`src/rtl/pwm_capture_16bits_pkg.sv`:
```
// Shared PWM types: generator enable type, capture FSM states and counter limit.
package pwm_capture_16bits_pkg;

  typedef enum logic {
    PWM_OFF = 1'b0,
    PWM_ON  = 1'b1
  } _pwm_onoff;

  typedef enum logic [1:0] {
    IDLE      = 2'd0,
    WAIT_RISE = 2'd1,
    MEAS_HIGH = 2'd2,
    MEAS_LOW  = 2'd3
  } _cap_state;

  localparam logic [15:0] CAP_CNT_MAX = 16'hFFFF;

endpackage

```
`src/rtl/pwm_capture_16bits_in_sync.sv`:
```
// Synchronizes the asynchronous pwm_in and derives single-cycle rise/fall events.
module pwm_in_sync #(
  parameter int SYNC_STAGES = 2
) (
  input  logic clk,
  input  logic reset,
  input  logic pwm_in,
  output logic rise,
  output logic fall,
  output logic level
);

  logic [SYNC_STAGES-1:0] sync_q;
  logic                   hist_q;

  always_ff @(posedge clk) begin
    if (!reset) begin
      sync_q <= '0;
      hist_q <= 1'b0;
    end else begin
      sync_q <= {sync_q[SYNC_STAGES-2:0], pwm_in};
      hist_q <= sync_q[SYNC_STAGES-1];
    end
  end

  assign level = sync_q[SYNC_STAGES-1];
  assign rise  = level & ~hist_q;
  assign fall  = ~level & hist_q;

endmodule

```
`src/rtl/pwm_capture_16bits.sv`:
```
// Measures period and high time of a PWM waveform in prescaled ticks, rise to rise.
// meas_valid is a one-cycle strobe with no ready: the consumer must take the values that cycle.
module pwm_capture_16bits
  import pwm_capture_16bits_pkg::*;
#(
  parameter int SYNC_STAGES = 2
) (
  input  logic        clk,
  input  logic        reset,
  input  logic        pwm_in,
  input  logic [4:0]  cap_divider,
  input  _pwm_onoff   pwm_onoff,
  output logic [15:0] period_meas,
  output logic [15:0] high_meas,
  output logic        meas_valid,
  output logic        timeout,
  output logic        level
);

  logic rise, fall;

  pwm_in_sync #(.SYNC_STAGES(SYNC_STAGES)) u_sync (
    .clk    (clk),
    .reset  (reset),
    .pwm_in (pwm_in),
    .rise   (rise),
    .fall   (fall),
    .level  (level)
  );

  _cap_state   state_q, state_d;
  logic [4:0]  presc_q;
  logic [15:0] cnt_per_q, cnt_high_q, shadow_q, period_q, high_q;
  logic        valid_q, timeout_q;

  logic        tick, cnt_full;
  logic [15:0] cnt_per_inc, cnt_high_inc;
  logic        clr_cnt, latch_high, latch_meas, set_timeout;

  // >= lets a lowered divider recover at the next compare instead of wrapping through 31.
  assign tick         = (presc_q >= cap_divider);
  assign cnt_full     = tick && (cnt_per_q == CAP_CNT_MAX);
  // The tick coinciding with the closing edge belongs to the measured interval.
  assign cnt_per_inc  = (tick && cnt_per_q  != CAP_CNT_MAX) ? cnt_per_q  + 16'd1 : cnt_per_q;
  assign cnt_high_inc = (tick && cnt_high_q != CAP_CNT_MAX) ? cnt_high_q + 16'd1 : cnt_high_q;

  always_comb begin
    state_d     = state_q;
    clr_cnt     = 1'b0;
    latch_high  = 1'b0;
    latch_meas  = 1'b0;
    set_timeout = 1'b0;
    if (pwm_onoff == PWM_OFF) begin
      state_d = IDLE;
      clr_cnt = 1'b1;
    end else begin
      case (state_q)
        IDLE: begin
          state_d = WAIT_RISE;
          clr_cnt = 1'b1;
        end
        WAIT_RISE: begin
          if (rise) begin
            state_d = MEAS_HIGH;
            clr_cnt = 1'b1;
          end
        end
        MEAS_HIGH: begin
          if (cnt_full) begin
            state_d     = WAIT_RISE;
            set_timeout = 1'b1;
            clr_cnt     = 1'b1;
          end else if (fall) begin
            state_d    = MEAS_LOW;
            latch_high = 1'b1;
          end
        end
        MEAS_LOW: begin
          if (rise) begin
            state_d    = MEAS_HIGH;
            latch_meas = 1'b1;
            clr_cnt    = 1'b1;
          end else if (cnt_full) begin
            state_d     = WAIT_RISE;
            set_timeout = 1'b1;
            clr_cnt     = 1'b1;
          end
        end
        default: begin
          state_d = IDLE;
          clr_cnt = 1'b1;
        end
      endcase
    end
  end

  always_ff @(posedge clk) begin
    if (!reset) begin
      state_q    <= IDLE;
      presc_q    <= '0;
      cnt_per_q  <= '0;
      cnt_high_q <= '0;
      shadow_q   <= '0;
      period_q   <= '0;
      high_q     <= '0;
      valid_q    <= 1'b0;
      timeout_q  <= 1'b0;
    end else begin
      state_q <= state_d;
      valid_q <= latch_meas;
      if (clr_cnt || rise || tick) presc_q <= '0;
      else                         presc_q <= presc_q + 5'd1;
      if (clr_cnt) begin
        cnt_per_q  <= '0;
        cnt_high_q <= '0;
      end else begin
        cnt_per_q  <= cnt_per_inc;
        cnt_high_q <= cnt_high_inc;
      end
      if (latch_high) shadow_q <= cnt_high_inc;
      if (latch_meas) begin
        period_q  <= cnt_per_inc;
        high_q    <= shadow_q;
        timeout_q <= 1'b0;
      end
      if (set_timeout) timeout_q <= 1'b1;
    end
  end

  assign period_meas = period_q;
  assign high_meas   = high_q;
  assign meas_valid  = valid_q;
  assign timeout     = timeout_q;

endmodule

```
`config.mk`:
```
export PLATFORM = sky130hd
export DESIGN_NAME = pwm_capture_16bits
export DESIGN_NICKNAME = d
export VERILOG_FILES = /design/src/rtl/pwm_capture_16bits_pkg.sv /design/src/rtl/pwm_capture_16bits_in_sync.sv /design/src/rtl/pwm_capture_16bits.sv
export SDC_FILE = /design/constraint.sdc
export NUM_CORES = 1
export LEC_CHECK = 0
export CORE_ASPECT_RATIO = 1.5
export CORE_UTILIZATION = 28
export CTS_CLUSTER_SIZE = 14
export DETAILED_ROUTE_END_ITERATION = 10
export PLACE_DENSITY_LB_ADDON = 0.08
export SYNTH_ARGS = -nofsm -noshare
export SYNTH_HDL_FRONTEND = slang
export SYNTH_SLANG_ARGS = --single-unit
```
`constraint.sdc`:
```
create_clock -name clk -period 2.8 [get_ports clk]
set_clock_uncertainty 0.2 [all_clocks]
set_input_delay 0.42 -clock clk [delete_from_list [all_inputs] [get_ports clk]]
set_output_delay 0.42 -clock clk [all_outputs]
set_load 0.02 [all_outputs]
```
# Word-level counts from Yosys, hierarchy flattened
# Index checks and enable logic that the tools add are counted.
# Widths: inputs -> output; s select.
classes:
  bitwise: 5
  add_sub_neg: 3
  eq_ne: 9
  muxes: 24
  n_reduce_logical: 11
  order_cmp: 1
op_table:
  columns: ["op", "n"]
  rows:
  - ["$add 16x1->16 const B", 2]
  - ["$mux 16", 2]
  - ["$ne 16x16->1 const B", 2]
  - ["$eq 16x16->1 const B", 1]
  - ["$mux 1", 14]
  - ["$mux 2", 5]
  - ["$pmux 2 s4", 1]
  - ["$ne 3x3->1 const B", 2]
  - ["$add 5x1->5 const B", 1]
  - ["$ge 5x5->1", 1]
  - ["$eq 2x2->1 const B", 2]
  - ["$pmux 1 s4", 1]
  - ["$reduce_or 2->1", 2]
  - ["$logic_and 1x1->1", 3]
  - ["$not 1->1", 3]
  - ["$reduce_and 3->1", 1]
  - ["$and 1x1->1", 2]
  - ["$eq 2x1->1 const B", 1]
  - ["$logic_not 2->1", 1]
  - ["$logic_or 1x1->1", 2]
  - ["$ne 2x2->1 const B", 1]
  - ["$pmux 1 s2", 1]
  - ["$reduce_and 2->1", 1]
  - ["$reduce_bool 2->1", 1]
word_totals:
  out_inout_bits: 35
  reg_bits: 92
  elab_cells: 64

# Longest topological paths before layout
# Gate-level depths: netlist of the first run.
depth:
  word_depth: 9
  ltp_mapped: 9

# Modules after synthesis
# Synthesis of the first run repeated with hierarchy kept, for this count alone.
unflattened:
  hier_cells: 423
  area_unflattened_um2: 3814.9
by_module_without_submodules:
  columns: ["mod", "cells_per_inst", "instances", "area_each_um2", "seq_area_each_um2"]
  rows:
  - ["pwm_capture_16bits", 415, 1, 3723.6, 1781.7]
  - ["pwm_in_sync", 8, 1, 91.3, 60.1]

# Worst setup path before layout of the first run
# OpenSTA, ideal clock, no wires.
synth_path:
  kind: "in2reg"
  startpoint: "in cap_divider[2]"
  endpoint: "reg state_q[0]"
  setup_ps: 120
  path_slack_ps: 453
  path_buffers: 2
  t_arrival_ps: 2027
  cell_stages: 9
  path_cell_list: "inv_1 -> ha_1 -> a211oi_2 -> o21ai_2 -> a21oi_2 -> buf_2 -> buf_2 -> o21ai_1 -> o31a_1"
synth_via:
  elab_chain_cells: 4
synth_lines:
  columns: ["element", "line_no", "source"]
  rows:
  - ["start, declared", "pwm_capture_16bits.sv:11", "input logic [4:0] cap_divider,"]
  - ["$ge 5x5->1 (*)", "pwm_capture_16bits.sv:41", "assign tick = (presc_q >= cap_divider);"]
  - ["$logic_and 1x1->1 (*)", "pwm_capture_16bits.sv:42", "assign cnt_full = tick && (cnt_per_q == CAP_CNT_MAX);"]
  - ["$mux 2 / $ne 3x3->1 (equally long branches)", null, null]
  - ["$pmux 2 s4 / $reduce_and 3->1 (equally long branches)", null, null]
  - ["end signal, assigned", "pwm_capture_16bits.sv:109", "state_q <= state_d;"]
  - ["end, declared", "pwm_capture_16bits.sv:31", "_cap_state state_q, state_d;"]
# Mark *: on every way between the ends. The rest lies on a longest branch, timed or not.
# A chain may end at the register's enable or synchronous reset.

# Final worst setup path of the first run
layout_path:
  startpoint: "in cap_divider[2]"
  endpoint: "reg shadow_q[5]"
layout_via:
  elab_chain_cells: 5
layout_lines:
  columns: ["element", "line_no", "source"]
  rows:
  - ["$ge 5x5->1 (*)", "pwm_capture_16bits.sv:41", null]
  - ["$logic_and 1x1->1", "pwm_capture_16bits.sv:42", null]
  - ["$mux 1", "pwm_capture_16bits.sv:69", "if (cnt_full) begin"]
  - ["$mux 1", "pwm_capture_16bits.sv:57", "case (state_q)"]
  - ["$mux 1", "pwm_capture_16bits.sv:53", "if (pwm_onoff == PWM_OFF) begin"]
  - ["end signal, assigned", "pwm_capture_16bits.sv:120", "if (latch_high) shadow_q <= cnt_high_inc;"]
  - ["end, declared", "pwm_capture_16bits.sv:33", "logic [15:0] cnt_per_q, cnt_high_q, shadow_q, period_q, high_q;"]
# Marks and branches as above.

==> metrics.md, run 1 <==
| Metric | Value |
|---|---|
| Outcome | finished, final reports clean |
| Final std cells w/o fill | roughly 700 |
| Min Clock Period, post-route | 2.67 ns |
| Most common cell after layout, fill and taps aside | dfxtp_1 |
| First-pass GRT wire length | around 18 mm |
| Final ANT Viol Nets | 0 |
| H-tree depth | 3 |
| Worst vdd ir | ~0.25 mV |
| Longest Clk Path Bufs | 2 |
| Root Buffer | clkbuf_16 |
| Ys Warns | 0 |
| Die W | 100 um |
| Hold_buf cts | 0 |
| Final Cycle Share | 0.954 |
| P_leak | 1.60 nW |
| RSZ-0062 raised after global routing | false |
| Crit Path Class | input port to flip-flop |
| Setup Viol. Count Final | 0 |
| I/O pin count | 44 |
| DRT iter0 DRCs | 81 |
| CP endpoint kind | flip-flop |
| Initial core utilization | 0.288 |
| Drt total wl | 11.1 mm |
| Gr ovfl total | 0 |
| I/O Buffers | 43 |
| CTS tree | built |
| Drt drc | 0 |
| Crit-path max cell delay | around 0.55 ns |
| Layout Area Growth over Synthesis | 26.6% |
| Max-cap violation count | 0 |
| Pre-antenna DRT Iters | 4 |
| Post-Syn Nets | roughly 480 |
| Main synth FF type | dfxtp_1 |
| Worst setup SP type | input port |
| Vias in the first global route | 3608 |
| Async SR Flop Fraction | 0 |
| Clk_lat worst skew | between 0.3 and 0.4 ns |
| Post-synthesis cell count | 458 |
| Worst EP required | 2.86 ns |
| Gr usage total | 0.156 |
| Flops & latches, synth | between 90 and 100 |
| Final Hold Vio Count | 0 |
| Hold Slack | 0.233 ns |
| Avg Inst Size Synth | between 8 and 9 um2 |
| Number of CTS-inserted buffers | 9 |
| Min-Delay Path Class | flip-flop to flip-flop |
| GPL Wtd Cong | ~0.79 |
| Die area | about 15000 um2 |
| Final-stage net count | ~520 |
| Commonest non-fill, non-tap cells in the layout | 92 x dfxtp_1, 50 x nand2_1, 46 x a21oi_1 |
| Clk slew on worst S/H paths | roughly 0.070 ns |
| Post-DP HPWL | roughly 7.7 mm |
| Core area | around 14000 um2 |
| Slew Limit Fails | 0 |
| Initial antenna violation count | 0 |
| Antenna diodes | 0 |
| Fillers | 1492 |
| Post-synth design cell area | 4060 um2 |
| WL/cell | between 15 and 20 um |
| DP Cell Count | 685 |
| Critical-path top delay cell | or4_1 |
| Distinct cells, synth | 51 |
| CP max FO | 14 |
| Std-Cell Rows | 53 |
| Max-slew headroom | 0.702 |
| Critical path arrival | 2.73 ns |
| Post-synth EDFFs | 0 |
| Die Y | roughly 150 um |
| Sequential share of the synthesized area | 0.454 |
| FMAX | 0.374 GHz |
| Via count | around 3600 |
| Slew @ Worst Pin | about 0.44 ns |
| Largest net degree at the start of global routing | 38 |
| Worst-path cell chain | clkdlybuf4s50_1 > inv_1 > ha_1 > nand2_1 > o21ai_4 > a21oi_4 > buf_4 > or4_1 > a311oi_2 |
| PD cells | 526 nW/um2 |
| DR vias/cell | 5.19 |
| Share of post-route cells with drive strength above 1 | 0.116 |
| CTS sink count | just over 90 |
[per-stage QoR]
step           setup TNS [ns]  setup WS (ns)  total power (W)   util  instance area [um2]
2_1_floorplan               0          0.453          0.00138      -                 4060
3_3_place_gp            -7.36         -0.249          0.00142  0.341                 4790
3_5_place_dp            -9.51         -0.314          0.00142  0.341                 4790
4_1_cts                     0         0.0476          0.00274  0.364                 5110
5_1_grt                     0         0.0189          0.00279  0.365                 5130
6_report                    0          0.129          0.00270  0.365                 5130
[logic make-up (layout without fill, tap and decap cells)]
family                     after synthesis  after routing  share of synthesized area
DFF                                     92             92                      0.454
xor gates and xnor gates                 3              3                    0.00648
and+or+nand+nor                        176            176                      0.238
AOI/OAI and AO/OA                      139            139                      0.231
buffers and inverters                   40             91                     0.0450
adders and majority gates                8              8                     0.0247
[worst max-delay path, delay by kind of cell]
family | cells | cell delay [ns]
compound gates | 3 | 0.68
fa+ha+maj | 1 | 0.30
buf+inv | 3 | 0.68
simple gates | 2 | 0.64
[routing by layer]
| metal | vias to the layer above | share of wire | global-route usage |
|---|---|---|---|
| met5 | - | 0 | 0 |
| met2 | 58 | 0.54 | 0.288 |
| met1 | 1732 | 0.41 | 0.170 |
| li1 | 1828 | - | - |
| met3 | 18 | 0.029 | 0.0281 |
| met4 | 0 | 0.023 | 0.0717 |
[synth_stat cells, drive strengths merged, types with 8 or more instances]
library cell / number / share of area
ha: 8 / 0.025
o21ai: 27 / 0.034
a311oi: 14 / 0.041
nand4: 11 / 0.019
a31oi: 19 / 0.029
or4: 19 / 0.035
nor2: 13 / 0.012
nand3: 18 / 0.022
nor3: 24 / 0.031
a21oi: 47 / 0.059
inv: 8 / 0.0074
dfxtp: 92 / 0.45
clkbuf: 18 / 0.017
o31ai: 19 / 0.035
nand2: 50 / 0.046
buf: 14 / 0.021
[repair_timing]
action / 4_1_cts / 5_1_grt
endpoints found under the setup margin: 0 / 11
resized for setup: 0 / 3
buffers inserted: 0 / 0
[power by group]
part	total [W]	switching [W]	internal [W]	leakage, nW
sequential	0.00131	0.00000394	0.00131	0.741
combinational	0.0000727	0.0000435	0.0000292	0.706
clock	0.00131	0.000557	0.000754	0.155
[cell type report]
class / count / area (um2) / share of cell area
Sequential cell: 92 / 1840 / 0.359
Timing Repair Buffer: 67 / 636 / 0.124
Tap cell: 192 / 240 / 0.0468
Clock inverter: 5 / 66.3 / 0.0129
Inverter: 8 / 30.0 / 0.00585
Multi-Input combinational cell: 326 / 2070 / 0.403
Clock buffer: 11 / 253 / 0.0492
[path summary, 6_finish.rpt]
path | startpoint | end | slack, ns | depth (start not counted)
worst max register to register | presc_q[0]$_SDFF_PP0_ | shadow_q[5]$_SDFFE_PN0P_ | 0.32 | 8
worst min register to register | u_sync.sync_q[0]$_SDFF_PN0_ | u_sync.sync_q[1]$_SDFF_PN0_ | 0.23 | 1
worst max-delay path | cap_divider[2] | shadow_q[5]$_SDFFE_PN0P_ | 0.13 | 9
worst min-delay path | u_sync.sync_q[0]$_SDFF_PN0_ | u_sync.sync_q[1]$_SDFF_PN0_ | 0.23 | 1
[state kept, by name (all words and copies together), names as in the netlist, 2 cells and up]
| register | cells |
|---|---|
| cnt_high_q | 16 |
| cnt_per_q | 16 |
| high_meas | 16 |
| period_meas | 16 |
| presc_q | 5 |
| shadow_q | 16 |
| state_q | 2 |
| u_sync.sync_q | 2 |
No activity file was read; power rests on OpenSTA's default activity.
==> run 2: changes to the inputs <==
--- a/config.mk
+++ b/config.mk
@@ -5,7 +5,7 @@
 export SDC_FILE = /design/constraint.sdc
 export NUM_CORES = 1
 export LEC_CHECK = 0
-export CORE_ASPECT_RATIO = 1.5
+export CORE_ASPECT_RATIO = 1.4
 export CORE_UTILIZATION = 28
 export CTS_CLUSTER_SIZE = 14
 export DETAILED_ROUTE_END_ITERATION = 10
==> run 2 against run 1 <==
  * Combinational power up 4.0%
  * Cell count down 0.71%
  * Critical path depth unchanged
  * Die area about the same
  * Critical endpoint is now shadow_q[9]$_SDFFE_PN0P_
  * Highest routed layer unchanged
==> metrics.md, run 2 (same netlist as run 1, synthesis figures left out) <==
| Metric | Value |
|---|---|
| Outcome | finished, final reports clean |
| Longest Clk Path Bufs | 2 |
| Multi-input logic area | 2080 um2 |
| Clock share of power | 0.454 |
| Min Clock Period, post-route | 2.63 ns |
| Max-slew headroom | 0.590 |
| DR vias/cell | 5.23 |
| Met1 Resource Use GR | 0.170 |
| Setup bufs post-CTS | 0 |
| Root Buffer | clkbuf_16 |
| H-tree depth | 3 |
| Setup Viol. Count Final | 0 |
| Vias in the first global route | about 3600 |
| DRT iter0 DRCs | between 100 and 150 |
| Final ANT Viol Nets | 0 |
| WL/cell | approximately 16 um |
| Final Cycle Share | 0.939 |
| Critical path arrival | roughly 2.7 ns |
| I/O Buffers | between 40 and 50 |
| Final-stage net count | ~520 |
| Crit Path Class | input port to flip-flop |
| Met2 GRT Util | 0.299 |
| P_leak | 1.58 nW |
| Slew Limit Fails | 0 |
| Most common cell after layout, fill and taps aside | dfxtp_1 |
| Initial antenna violation count | 0 |
| CP Launch Point | cap_divider[2] |
| PD cells | ~500 nW/um2 |
| Fillers | roughly 1500 |
| Gr usage total | 0.155 |
| Final Hold Vio Count | 0 |
| Sequential share of power | 0.516 |
| Hold_buf cts | 0 |
| Die area | between 10000 and 15000 um2 |
| First-pass GRT wire length | approximately 18 mm |
| Die Y | about 140 um |
| Share of post-route cells with drive strength above 1 | 0.117 |
| Number of CTS-inserted buffers | 9 |
| I/O pin count | 44 |
| RSZ-0062 raised after global routing | false |
| CTS sink count | 92 |
| Pre-antenna DRT Iters | 4 |
| Core area | between 10000 and 15000 um2 |
| Antenna diodes | 0 |
| Worst R2R Start | presc_q[2]$_SDFF_PP0_ |
| Setup crit end | shadow_q[9]$_SDFFE_PN0P_ |
| FMAX | between 0.3 and 0.4 GHz |
| Clk slew on worst S/H paths | around 0.07 ns |
| Post-DP HPWL | between 7 and 8 mm |
| CTS tree | built |
| CP max FO | 12 |
| Min-Delay Path Class | flip-flop to flip-flop |
| Pint | about 0.002 W |
| Worst vdd ir | 0.306 mV |
| Via count | about 3600 |
| FF+latch area | about 1800 um2 |
| Switching Fraction | 0.226 |
| Drt total wl | approximately 11 mm |
| Reg2Reg Setup Slack | approximately 0.36 ns |
| NetSw | 0.000575 W |
| Pre-CTS WS | -0.321 ns |
| GPL Wtd Cong | ~0.85 |
| Part of the power in combinational logic | 0.030 |
| Slew @ Worst Pin | approximately 0.6 ns |
| Commonest non-fill, non-tap cells in the layout | 92 x dfxtp_1, 50 x nand2_1, 46 x a21oi_1 |
| Die W | slightly above 100 um |
| Largest net degree at the start of global routing | 29 |
| Worst setup SP type | input port |
| Std-Cell Rows | 51 |
| Final WS setup | 0.171 ns |
| Drt drc | 0 |
| Initial core utilization | 0.289 |
| Clk_lat worst skew | ~0.34 ns |
| M3 GR Usage | 0.0266 |
| Layout Area Growth over Synthesis | 25.7% |
| Reg2reg end | cnt_per_q[12]$_SDFF_PP0_ |
| Max-cap violation count | 0 |
| Placed Area | between 4000 and 5000 um2 |
| Global routing's busiest layer | met2 |
| Final instance area | roughly 5100 um2 |
| CP endpoint kind | flip-flop |
| Worst EP required | 2.86 ns |
| Gr ovfl total | 0 |
| Worst Reg-to-Reg Cells | 8 |
run 2: changes by cell type in the layout (fill, tap and decap cells not counted), sizes merged:
cell,before,now
buf,24,26
inv,11,9
clkinv,0,1
a21oi,47,48
bufinv,1,0
clkinvlp,1,2
run 2: per-layer routing:
metal	wire length (um)	vias up
li1	-	1835
met1	4880	1743
met2	5980	47
met3	237	13
met4	207	0
met5	0	-
run 2: timing repair:
action | CTS | global route
hold endpoints to repair | 0 | 0
setup endpoints to repair | 0 | 25
resized for setup | 0 | 5
run 2: worst min path at each step:
| stage | start | end | slack (ns) | depth (start not counted) |
|---|---|---|---|---|
| after global routing | u_sync.sync_q[0]$_SDFF_PN0_ | u_sync.sync_q[1]$_SDFF_PN0_ | 0.26 | 1 |
| after floorplan | u_sync.sync_q[0]$_SDFF_PN0_ | u_sync.sync_q[1]$_SDFF_PN0_ | 0.21 | 1 |
| after CTS | u_sync.sync_q[0]$_SDFF_PN0_ | u_sync.sync_q[1]$_SDFF_PN0_ | 0.24 | 1 |
| after global placement | u_sync.sync_q[0]$_SDFF_PN0_ | u_sync.sync_q[1]$_SDFF_PN0_ | 0.21 | 1 |
| final | u_sync.sync_q[0]$_SDFF_PN0_ | u_sync.sync_q[1]$_SDFF_PN0_ | 0.23 | 1 |
| after detailed placement | u_sync.sync_q[0]$_SDFF_PN0_ | u_sync.sync_q[1]$_SDFF_PN0_ | 0.22 | 1 |
run 2: cell type report:
class | count | area share
Multi-Input combinational cell | 327 | 0.409
Sequential cell | 92 | 0.361
Timing Repair Buffer | 69 | 0.124
Clock buffer | 11 | 0.0476
Tap cell | 185 | 0.0454
Clock inverter | 4 | 0.00687
Inverter | 8 | 0.00589
run 2: critical path, cell delays in order:
cell	delay [ns]
clkdlybuf4s50_1	0.46
inv_1	0.06
ha_4	0.26
nand2_1	0.08
o21ai_4	0.26
a21oi_4	0.18
buf_4	0.18
or4_1	0.54
a311oi_2	0.24
run 2: through the flow:
step / utilization / setup TNS (ns) / instances / hold slack (ns) / total power (W)
final: 0.363 / 0 / 696 / 0.234 / 0.00255
after global placement: 0.340 / -8.29 / 680 / 0.215 / 0.00142
after global routing: 0.363 / 0 / 696 / 0.258 / 0.00265
after detailed placement: 0.340 / -10.57 / 680 / 0.222 / 0.00142
after CTS: 0.360 / 0 / 695 / 0.238 / 0.00258
after floorplan: - / 0 / 458 / 0.212 / 0.00138
run 2: power groups by stage:
| stage | Sequential (W) | Combinational (W) | Clock, W |
|---|---|---|---|
| 5_1_grt | 0.00131 | 0.0000829 | 0.00125 |
| 2_1_floorplan | 0.00134 | 0.0000347 | 0 |
| 6_report | 0.00132 | 0.0000756 | 0.00116 |
| 4_1_cts | 0.00131 | 0.0000724 | 0.00119 |
| 3_3_place_gp | 0.00135 | 0.0000721 | 0 |
| 3_5_place_dp | 0.00135 | 0.0000720 | 0 |
==> run 3: changes to the inputs <==
--- a/config.mk
+++ b/config.mk
@@ -10,6 +10,7 @@
 export CTS_CLUSTER_SIZE = 14
 export DETAILED_ROUTE_END_ITERATION = 10
 export PLACE_DENSITY_LB_ADDON = 0.08
+export REMOVE_ABC_BUFFERS = 1
 export SYNTH_ARGS = -nofsm -noshare
 export SYNTH_HDL_FRONTEND = slang
 export SYNTH_SLANG_ARGS = --single-unit
==> run 3 against run 2 <==
  * Non-clock buffer count shrank 6
  * Highest routed layer unchanged
  * Critical path depth unchanged
  * Global-route usage fell by 0.44 points
  * Sequential cell count did not move
  * Cell area decreased by 0.74%
  * Sequential share of layout area rose by 0.27 points
  * Worst hold slack gained 0.00060 ns
  * Combinational power decreased by 8.9%
  * Utilization fell by 0.27 points
  * Clock-buffer cell count is 1 lower
  * Critical endpoint is now shadow_q[4]$_SDFFE_PN0P_
==> metrics.md, run 3 (same netlist as run 1, synthesis figures left out) <==
| Metric | Value |
|---|---|
| Outcome | finished, final reports clean |
| FF+latch area | 1840 um2 |
| First-pass GRT wire length | 17.8 mm |
| Gr usage total | 0.151 |
| Gr ovfl total | 0 |
| Setup Viol. Count Final | 0 |
| Worst setup SP type | input port |
| Die area | about 15000 um2 |
| Die Y | ~140 um |
| FMAX | between 0.3 and 0.4 GHz |
| Layout Area Growth over Synthesis | 24.7% |
| Largest net degree at the start of global routing | 36 |
| PD cells | approximately 510 nW/um2 |
| Clk slew on worst S/H paths | around 0.070 ns |
| DP Cell Count | ~670 |
| Pre-CTS WS | -0.191 ns |
| GPL Wtd Cong | between 0.8 and 0.9 |
| Fillers | ~1500 |
| Crit-path max cell delay | 0.54 ns |
| DRT iter0 DRCs | 90 |
| CP max FO | 4 |
| Setup TNS | 0 ns |
| P_leak | approximately 1.6 nW |
| Longest Clk Path Bufs | 2 |
| Min Clock Period, post-route | between 2 and 3 ns |
| Final ANT Viol Nets | 0 |
| I/O Buffers | 43 |
| Worst EP required | roughly 2.8 ns |
| WL/cell | 15.3 um |
| CP Launch Point | cap_divider[2] |
| Pre-antenna DRT Iters | 4 |
| Clk_lat worst skew | between 0.3 and 0.4 ns |
| Multi-input logic area | just over 2000 um2 |
| Max-slew headroom | 0.685 |
| Final-stage net count | 517 |
| Max-cap violation count | 0 |
| Drt total wl | roughly 11 mm |
| Placed Area | about 4800 um2 |
| Min-Delay Path Class | flip-flop to flip-flop |
| Core area | between 10000 and 15000 um2 |
| Initial core utilization | 0.289 |
| CTS sink count | between 90 and 100 |
| RSZ-0062 raised after global routing | false |
| Drt drc | 0 |
| DR vias/cell | 5.16 |
| Share of post-route cells with drive strength above 1 | 0.105 |
| Final Cycle Share | 0.949 |
| Root Buffer | clkbuf_16 |
| Critical-path top delay cell | or4_1 |
| Antenna diodes | 0 |
| Post-DP HPWL | 7.21 mm |
| Via count | ~3600 |
| Crit Path Class | input port to flip-flop |
| Number of CTS-inserted buffers | 9 |
| Final std cells w/o fill | 690 |
| Die W | 104 um |
| CTS tree | built |
| Worst-path cell chain | clkdlybuf4s50_1 > inv_1 > ha_1 > nand2_1 > o21ai_2 > buf_4 > a31oi_1 > or4_1 > a311oi_1 |
| Worst R2R Start | presc_q[2]$_SDFF_PP0_ |
| Vias in the first global route | roughly 3500 |
| Final WS setup | between 0.1 and 0.15 ns |
| Std-Cell Rows | a little over 50 |
| Slew Limit Fails | 0 |
| H-tree depth | 3 |
| I/O pin count | 44 |
| Initial antenna violation count | 0 |
| Critical path arrival | approximately 2.7 ns |
| CP bufs+invs | 3 |
| Slew @ Worst Pin | between 0.4 and 0.5 ns |
| Kind of cell adding the most delay to the critical path | compound AO/OA/AOI/OAI gates |
| Worst vdd ir | approximately 0.24 mV |
| Final instance area | 5060 um2 |
| Most common cell after layout, fill and taps aside | dfxtp_1 |
| Final Hold Vio Count | 0 |
| Hold Startpoint | u_sync.sync_q[0]$_SDFF_PN0_ |
| CP endpoint kind | flip-flop |
| Commonest non-fill, non-tap cells in the layout | 92 x dfxtp_1, 50 x nand2_1, 46 x a21oi_1 |
run 3: changes by cell type in the layout (fill, tap and decap cells not counted), sizes merged:
cell | before | now
a21oi | 48 | 47
buf | 26 | 20
clkbuf | 11 | 10
clkinv | 1 | 3
clkinvlp | 2 | 1
inv | 9 | 10
run 3: timing repair:
item / 4_1_cts / 5_1_grt
endpoints found under the setup margin: 0 / 1
setup buffers: 0 / 0
resized for setup: 0 / 1
hold buffers: 0 / 0
run 3: final timing paths:
path | end | slack (ns) | depth (start not counted)
worst max-delay path | shadow_q[4]$_SDFFE_PN0P_ | 0.14 | 9
worst min-delay path | u_sync.sync_q[1]$_SDFF_PN0_ | 0.23 | 1
worst max register to register | shadow_q[4]$_SDFFE_PN0P_ | 0.36 | 7
worst min register to register | u_sync.sync_q[1]$_SDFF_PN0_ | 0.23 | 1
run 3: report_power, final:
group	internal, W	switching, W	total [W]
Combinational	0.0000273	0.0000416	0.0000689
Sequential	0.00131	0.00000385	0.00131
Clock	0.000634	0.000538	0.00117
run 3: through the flow:
stage	utilization	hold slack, ns	power, W
final	0.360	0.235	0.00256
after global routing	0.360	0.261	0.00266
after CTS	0.360	0.236	0.00260
after detailed placement	0.340	0.219	0.00142
after global placement	0.340	0.214	0.00142
after floorplan	-	0.212	0.00137
run 3: layout make-up:
type | count | share of cell area
sequential | 92 | 0.364
inverter | 8 | 0.00594
multi-input combinational | 326 | 0.405
clock inverter | 6 | 0.00940
tap | 185 | 0.0458
timing repair buffer | 63 | 0.123
clock buffer | 10 | 0.0472
run 3: layer usage:
metal,GRT usage,up-vias,routed length [um]
li1,-,1822,-
met1,0.173,1679,4660
met2,0.278,50,5490
met3,0.0279,8,288
met4,0.0571,0,136
met5,0,-,0
